<file path="config.mk">
export PLATFORM = sky130hd
export DESIGN_NAME = vertex_transform
export DESIGN_NICKNAME = d
export VERILOG_FILES = /design/src/rtl/vertex_transform.sv
export SDC_FILE = /design/constraint.sdc
export NUM_CORES = 1
export LEC_CHECK = 0
export ABC_CLOCK_PERIOD_IN_PS = 39000
export BUFFER_PORTS_ARGS = -buffer_cell sky130_fd_sc_hd__buf_2
export CORE_ASPECT_RATIO = 1.2
export CORE_MARGIN = 2
export CORE_UTILIZATION = 50
export DETAILED_ROUTE_END_ITERATION = 16
export PLACE_DENSITY = 0.71
export SYNTH_ARGS = -nofsm -noshare
export SYNTH_HDL_FRONTEND = slang
export SYNTH_SLANG_ARGS = --single-unit
</file>
<file path="constraint.sdc">
create_clock -name Clk -period 39 [get_ports Clk]
set_input_delay 7.8 -clock Clk [delete_from_list [all_inputs] [get_ports Clk]]
set_output_delay 7.8 -clock Clk [all_outputs]
set_load 0.1 [all_outputs]
</file>
<file path="src/rtl/vertex_transform.sv">
// rtl/vertex_transform.sv - affine 8.8 vertex transform with one time-shared multiplier
// Optional clamp on overflow: VERTEX_TRANSFORM_SAT_EN.
module vertex_transform (
    input  logic              Clk,
    input  logic              Reset,
    input  logic [15:0][15:0] model_matrix,
    input  logic [15:0]       vx,
    input  logic [15:0]       vy,
    input  logic [15:0]       vz,
    input  logic              in_valid,
    output logic              in_ready,
    output logic [15:0]       ox,
    output logic [15:0]       oy,
    output logic [15:0]       oz,
    output logic              overflow,
    output logic              out_valid,
    input  logic              out_ready
);

    typedef enum logic [1:0] {IDLE, MAC, DONE} state_t;

    state_t             state_q;
    logic [1:0]         r_q, c_q;
    logic [15:0]        m_q [12];
    logic [15:0]        v_q [3];
    logic signed [33:0] acc_q;
    logic [15:0]        ox_q, oy_q, oz_q;
    logic               ovf_q, in_ready_q, out_valid_q;

    logic signed [15:0] m_sel, v_sel, m_off;
    logic signed [31:0] prod;
    logic signed [33:0] acc_d, rnd;
    logic               row_ovf;
    logic [15:0]        row_res;
    logic               unused_row3;

    // Row 3 of the matrix is implied (0,0,0,1) and never read.
    assign unused_row3 = ^model_matrix[15:12];

    always_comb begin
        m_sel   = m_q[{r_q, c_q}];
        m_off   = m_q[{r_q, 2'b11}];
        v_sel   = v_q[c_q];
        prod    = m_sel * v_sel;
        acc_d   = ((c_q == 2'd0) ? {{10{m_off[15]}}, m_off, 8'h00} : acc_q)
                  + {{2{prod[31]}}, prod};
        rnd     = acc_d + 34'sd128;
        // Rounded value fits 8.8 only if bits [33:23] are a pure sign extension.
        row_ovf = !((&rnd[33:23]) || !(|rnd[33:23]));
        row_res = rnd[23:8];
`ifdef VERTEX_TRANSFORM_SAT_EN
        if (row_ovf) begin
            row_res = rnd[33] ? 16'h8000 : 16'h7FFF;
        end
`endif
    end

    always_ff @(posedge Clk) begin
        if (Reset) begin
            state_q     <= IDLE;
            r_q         <= 2'd0;
            c_q         <= 2'd0;
            acc_q       <= '0;
            ox_q        <= 16'h0000;
            oy_q        <= 16'h0000;
            oz_q        <= 16'h0000;
            ovf_q       <= 1'b0;
            in_ready_q  <= 1'b1;
            out_valid_q <= 1'b0;
        end else begin
            case (state_q)
                IDLE: begin
                    if (in_valid) begin
                        for (int k = 0; k < 12; k++) begin
                            m_q[k] <= model_matrix[k];
                        end
                        v_q[0]     <= vx;
                        v_q[1]     <= vy;
                        v_q[2]     <= vz;
                        r_q        <= 2'd0;
                        c_q        <= 2'd0;
                        ovf_q      <= 1'b0;
                        in_ready_q <= 1'b0;
                        state_q    <= MAC;
                    end
                end
                MAC: begin
                    acc_q <= acc_d;
                    if (c_q == 2'd2) begin
                        case (r_q)
                            2'd0:    ox_q <= row_res;
                            2'd1:    oy_q <= row_res;
                            default: oz_q <= row_res;
                        endcase
                        ovf_q <= ovf_q | row_ovf;
                        c_q   <= 2'd0;
                        if (r_q == 2'd2) begin
                            out_valid_q <= 1'b1;
                            state_q     <= DONE;
                        end else begin
                            r_q <= r_q + 2'd1;
                        end
                    end else begin
                        c_q <= c_q + 2'd1;
                    end
                end
                DONE: begin
                    if (out_ready) begin
                        out_valid_q <= 1'b0;
                        in_ready_q  <= 1'b1;
                        state_q     <= IDLE;
                    end
                end
                default: begin
                    state_q     <= IDLE;
                    in_ready_q  <= 1'b1;
                    out_valid_q <= 1'b0;
                end
            endcase
        end
    end

    assign in_ready  = in_ready_q;
    assign out_valid = out_valid_q;
    assign ox        = ox_q;
    assign oy        = oy_q;
    assign oz        = oz_q;
    assign overflow  = ovf_q;

endmodule

</file>
After elaboration in Yosys (flattened, before gate mapping):

Memories as Yosys holds them, arrays and structs flattened. A register that Yosys moved wholly into a read port is not among the register bits.
Index checks and enable logic that the tools add are counted.

* register bits after elaboration: 91
* RAM bits: 240
* memories kept: 2

* muxes and demuxes: 29
* add/subtract/negate cells: 4
* equal/unequal tests: 10
* $mul: 1
* reduce and logical (&&, ||, !) cells: 19
* bitwise gates (word level): 4

Memories
* m_q: depth 12, width 16, rd ports 2, clocked after memory_dff 1, wr ports 12, RTL line 24 `logic [15:0] m_q [12];`
* v_q: depth 3, width 16, rd ports 1, clocked after memory_dff 1, wr ports 3, RTL line 25 `logic [15:0] v_q [3];`

Operators with widths (number)
* 34-bit adder: 1
* 34-bit by 9-bit adder with 34-bit output (second input constant): 1
* 34-bit 2-to-1 mux: 1
* 16-bit by 16-bit multiplier with 32-bit output: 1
* 2-bit 2-to-1 mux: 10
* 3-bit AND reduction: 5
* 4-bit AND reduction: 3
* 11-bit AND reduction: 1
* 11-bit OR reduction: 1
* 1-bit 2-to-1 mux: 10
* 2-bit inequality test (second input constant): 5
* 4-bit 2-to-1 mux: 2
* 2-bit one-hot mux with 2 select lines: 2
* 2-bit == test (second input constant): 3
* 2-bit zero test: 3
* 1-bit one-hot mux with 3 select lines: 2
* 2-bit one-hot mux with 3 select lines: 1
* 2-bit by 1-bit adder with 2-bit output (second input constant): 2
* 2-bit by 1-bit == test with 1-bit output (second input constant): 2
* 1-bit inverter: 3
* 1-bit zero test: 2
* 1-bit one-hot mux with 2 select lines: 1
* 2-bit AND reduction: 1
* 2-bit nonzero test: 1
* 3 further kinds: 3

Depth between registers and ports, before layout:

* depth after elaboration: 11
* depth in mapped cells: 44

Least setup slack after synthesis:

OpenSTA, ideal clock, no wires.

* path kind: input-to-reg
* start point: in Reset
* end point: mem m_q[0][0], enable pin
* arrival time: 18.164 ns
* cell stages on the path: 3
* data required time: 38.156 ns
* setup slack: 19.992 ns
* path through: clkbuf_1 clkbuf_1 nor2_1

RTL lines
* from (decl): RTL line 5 `input logic Reset,`
* to (decl): RTL line 24

Worst setup path in the final report:

* start point: reg c_q[1]
* end point: reg ovf_q, in the netlist overflow

* longest elaborated chain between the ends: 11

Ends and longest elaborated chain
* from (decl): RTL line 23 `logic [1:0] r_q, c_q;`
* from (signal assigned): RTL line 104 `c_q <= c_q + 2'd1;`
* memory read 12 x 16 bit / 2-bit zero test (equally long branches)
* 16-bit by 16-bit multiplier with 32-bit output / 34-bit 2-to-1 mux (equally long branches): RTL line 44, 45
* 34-bit adder: RTL line 46 `+ {{2{prod[31]}}, prod};`
* 34-bit by 9-bit adder with 34-bit output: RTL line 47 `rnd = acc_d + 34'sd128;`
* 11-bit OR reduction: RTL line 49 `row_ovf = !((&rnd[33:23]) || !(|rnd[33:23]));`
* 1-bit zero test: RTL line 49
* 1-bit logical OR: RTL line 49
* 1-bit zero test: RTL line 49
* 1-bit OR: RTL line 95 `ovf_q <= ovf_q | row_ovf;`
* 1-bit 2-to-1 mux: RTL line 89 `if (c_q == 2'd2) begin`
* 1-bit one-hot mux with 2 select lines: RTL line 71 `case (state_q)`
* to (signal assigned): RTL line 95
* to (decl): RTL line 28 `logic ovf_q, in_ready_q, out_valid_q;`

Several ways; a longest one is shown, not always the timed one. The select of a mux whose other input is x is not followed.
A chain may end at the register's enable or synchronous reset.

==> run_results.csv <==
group,metric,value,unit
status,status,"finished clean",
floorplan,die-area,52300,um2
synthesis,synthDistinctLibCells,77,
synthesis,synth_largest_area_cell,"edfxtp_1",
timing,timing.final.crit_period,11.90,ns
timing,timing.final.crit_share,30.5,%
synthesis,yosysWarnings,0,
clock_network,buffers_from_clock_root_to_sink_at_most,3,
placement,place_inst,3228,
timing,fmax,84.0,MHz
routing,detail_route.wirelength,65400,um
synthesis,synth-async-reset-ratio,0,%
setup_path,crit_path_start_kind,"register",
timing,maxSlewHeadroom,3.57,%
clock_network,clock_sinks,335,
timing,finalClockSkew,0.0367,ns
floorplan,num_rows,90,
synthesis,ys.flop_type,"edfxtp_1",
final_layout,finish.net_count,3313,
global_routing,initial_antenna_violation_count,11,
floorplan,floorplan.initialDensity,50.4,%
global_routing,overflow,0,
routing,1st_iter_drt_viols,1180,
floorplan,die-height,250,um
placement,gp_routability_congestion,0.937,
job,drv.max_cap_violation_count,0,
floorplan,core_area,50100,um2
global_routing,grtUsageTotal,25.8,%
floorplan,num_io_pins,359,
timing,report.final.setup_viol,0,
min_path,worstHoldEndpoint,"acc_q[4]",
routing,total_drc_errors_in_the_routed_layout,0,
setup_path,required,39.44,ns
global_routing,grt_start_max_net_pins,93,
clock_network,clk_latency,0.58,ns
timing,slew_viol_final,0,
setup_path,path_max_fanout,30,
timing,finalHoldViolCount,0,
synthesis,synthesis.nets,3056,
setup_path,cp_slowest_stage_delay,1.14,ns
placement,port_buffers,294,
clock_network,postCtsSetupRepairBufs,0,
setup_path,regToRegStartpoint,"c_q[1]",
min_path,worst_hold_path_type,"reg2reg",
synthesis,synthesis.area_per_instance,10.7,um2
synthesis,synth.top_cells.by_area,"edfxtp_1, fa_1, dfxtp_1",
setup_path,reg2regPathDepth,37,
timing,max_slew.worst_pin.slew,1.44,ns
setup_path,cp_slowest_cell,"o21ai_1",
routing,drt_pass1_iterations,5,
final_layout,fillerInstances,4230,
min_path,whs_path_depth,2,
routing,vias,18276,
final_layout,postLayoutCoreUtil,57.1,%
setup_path,critPathMostFrequentCell,"fa_1",
routing,ratio_of_routed_vias_to_standard_cells,5.53,
setup_path,setup.reg_to_reg.worst_slack,27.10,ns
clock_network,clock_tree_from_tritoncts,"done",
synthesis,yosysSeqAreaShare,36.1,%
synthesis,synth_edf_count,240,
final_layout,flow.area_growth_from_synthesis,13.3,%
synthesis,synth_cells,2366,
final_layout,drive_above_1_share,17.6,%
routing,detail_route.wl_per_cell,19.8,um
final_layout,layoutNonFillerInstCount,3306,
setup_path,r2r-end,"overflow",
floorplan,die_w,209,um
synthesis,synth_top_cell_area_share,28.6,%
clock_network,cts_buffer_count,37,
clock_network,cts-htree-levels,2,
setup_path,endpoint_kind,"register",
clock_network,post_cts_hold_buffer_count,0,
placement,hpwl,51600,um
synthesis,flop_and_latch_count_out_of_synthesis,335,
setup_path,criticalPathCategory,"reg2reg",
routing,drt.antenna.violating_nets,0,
global_routing,grt_first_pass_wirelength,105000,um
clock_network,cts.repair.resized,0,
synthesis,post_synthesis_cell_area,25200,um2
timing,unrepaired_setup_endpoints_after_global_routing,"false",
global_routing,grt_pass1_vias,19370,
min_path,holdCritStartpoint,"acc_q[4]",
clock_network,clkTransAtPathRegs,0.06,ns
setup_path,worst_ep_arrival_time,12.34,ns
timing,setup_total_negative_slack,0,ns
clock_network,clock-root-buffer,"clkbuf_16",
==> through the flow <==
stage | area, um2 | hold slack, ns | setup slack, ns
2_1_floorplan | 25200 | 0.427 | 19.99
3_3_place_gp | 27300 | 0.435 | 27.50
3_5_place_dp | 27300 | 0.444 | 27.38
4_1_cts | 28600 | 0.451 | 27.26
5_1_grt | 28600 | 0.468 | 26.39
6_report | 28600 | 0.447 | 27.10
==> logic make-up after synthesis <==
logic type      count (synthesis)  share of synthesized area, %
xor+xnor                       79                          2.80
mux                           107                          6.62
compound gates                375                          9.93
flops                         335                          36.1
buf+inv                       425                          6.37
fa+ha+maj                     382                          26.8
simple gates                  663                          11.4
==> flip-flops by register name, summed over array words and instances (netlist names), named ones only <==
signal	count
overflow	1
oy	16
r_q	2
oz	16
out_valid	1
c_q	2
m_q	192
in_ready	1
ox	16
acc_q	34
v_q	48
state_q	2
==> layout by cell type, fill, tap and decap left out, types with 5 or more instances in the layout <==
cell	count
inv_1	327
buf_2	294
fa_1	263
nor2_1	260
nand2_1	251
edfxtp_1	240
ha_1	119
a21oi_1	103
dfxtp_1	93
mux2i_1	59
a211oi_1	57
xnor2_1	56
o21ai_0	52
mux4_2	48
clkbuf_16	37
o21a_1	36
a21o_1	28
and2_1	22
nand3_1	22
o21ai_1	21
xor2_1	21
buf_4	20
or2_2	17
and3_1	15
nand2b_1	14
nor3_1	12
diode_2	11
nand4_1	11
a31oi_1	10
o211ai_1	8
clkinv_2	8
clkinv_1	7
o21bai_1	7
nor2b_1	5
or3_1	5
o211a_1	5
nand3b_1	5
==> metal layers <==
layer / global-route usage, % / up-vias / share of wire (%)
met3: 3.30 / 147 / 5.3
met4: 11.6 / 0 / 4.5
met1: 31.6 / 9083 / 39
met5: 0 / - / 0
met2: 45.5 / 577 / 52
li1: - / 8469 / -
==> synthesized netlist by cell type, drive strengths merged (9+ instances only) <==
master  number
mux2i       59
xor2        21
a211oi      58
o21a        36
nand2b      15
edfxtp     240
dfxtp       95
fa         263
nand2      251
ha         119
mux4        48
and3        15
nor2       261
nor3        14
a21oi      107
inv        328
xnor2       58
nand3       22
o21ai       75
o211ai       9
a21o        28
a31oi       10
or2         18
buf         16
nand4       12
clkbuf      80
and2        23
==> critical path: cells and delay by family, from the launching register on <==
kind | cells | cell delay [ns]
buf+inv | 6 | 0.85
xor+xnor | 2 | 0.24
simple gates | 11 | 2.17
mux | 2 | 0.40
compound gates | 8 | 3.59
flops | 1 | 0.68
fa+ha+maj | 8 | 3.81
==> how the worst max path moves through the flow <==
| stage | start | to | slack, ns | depth (start not counted) |
|---|---|---|---|---|
| 2_1_floorplan | Reset | m_q[0][0] | 19.99 | 3 |
| 3_3_place_gp | c_q[1] | overflow | 27.50 | 37 |
| 3_5_place_dp | c_q[1] | overflow | 27.38 | 37 |
| 4_1_cts | c_q[1] | overflow | 27.26 | 37 |
| 5_1_grt | c_q[0] | overflow | 26.39 | 34 |
| 6_report | c_q[1] | overflow | 27.10 | 37 |
==> layout make-up <==
class,count,area (um2),area share [%]
multi-input cells,1606,14500,50.9
flip-flops and latches,335,9110,31.9
repair buffers,314,1620,5.67
inverters,329,1230,4.32
clock buffers,42,965,3.37
well taps,644,806,2.82
clock inverters,25,279,0.976
diodes,11,27.5,0.0963
Power is left out: the tool's default activity adds up to more than one toggle a clock period on the data nets, which glitch-free logic cannot reach.
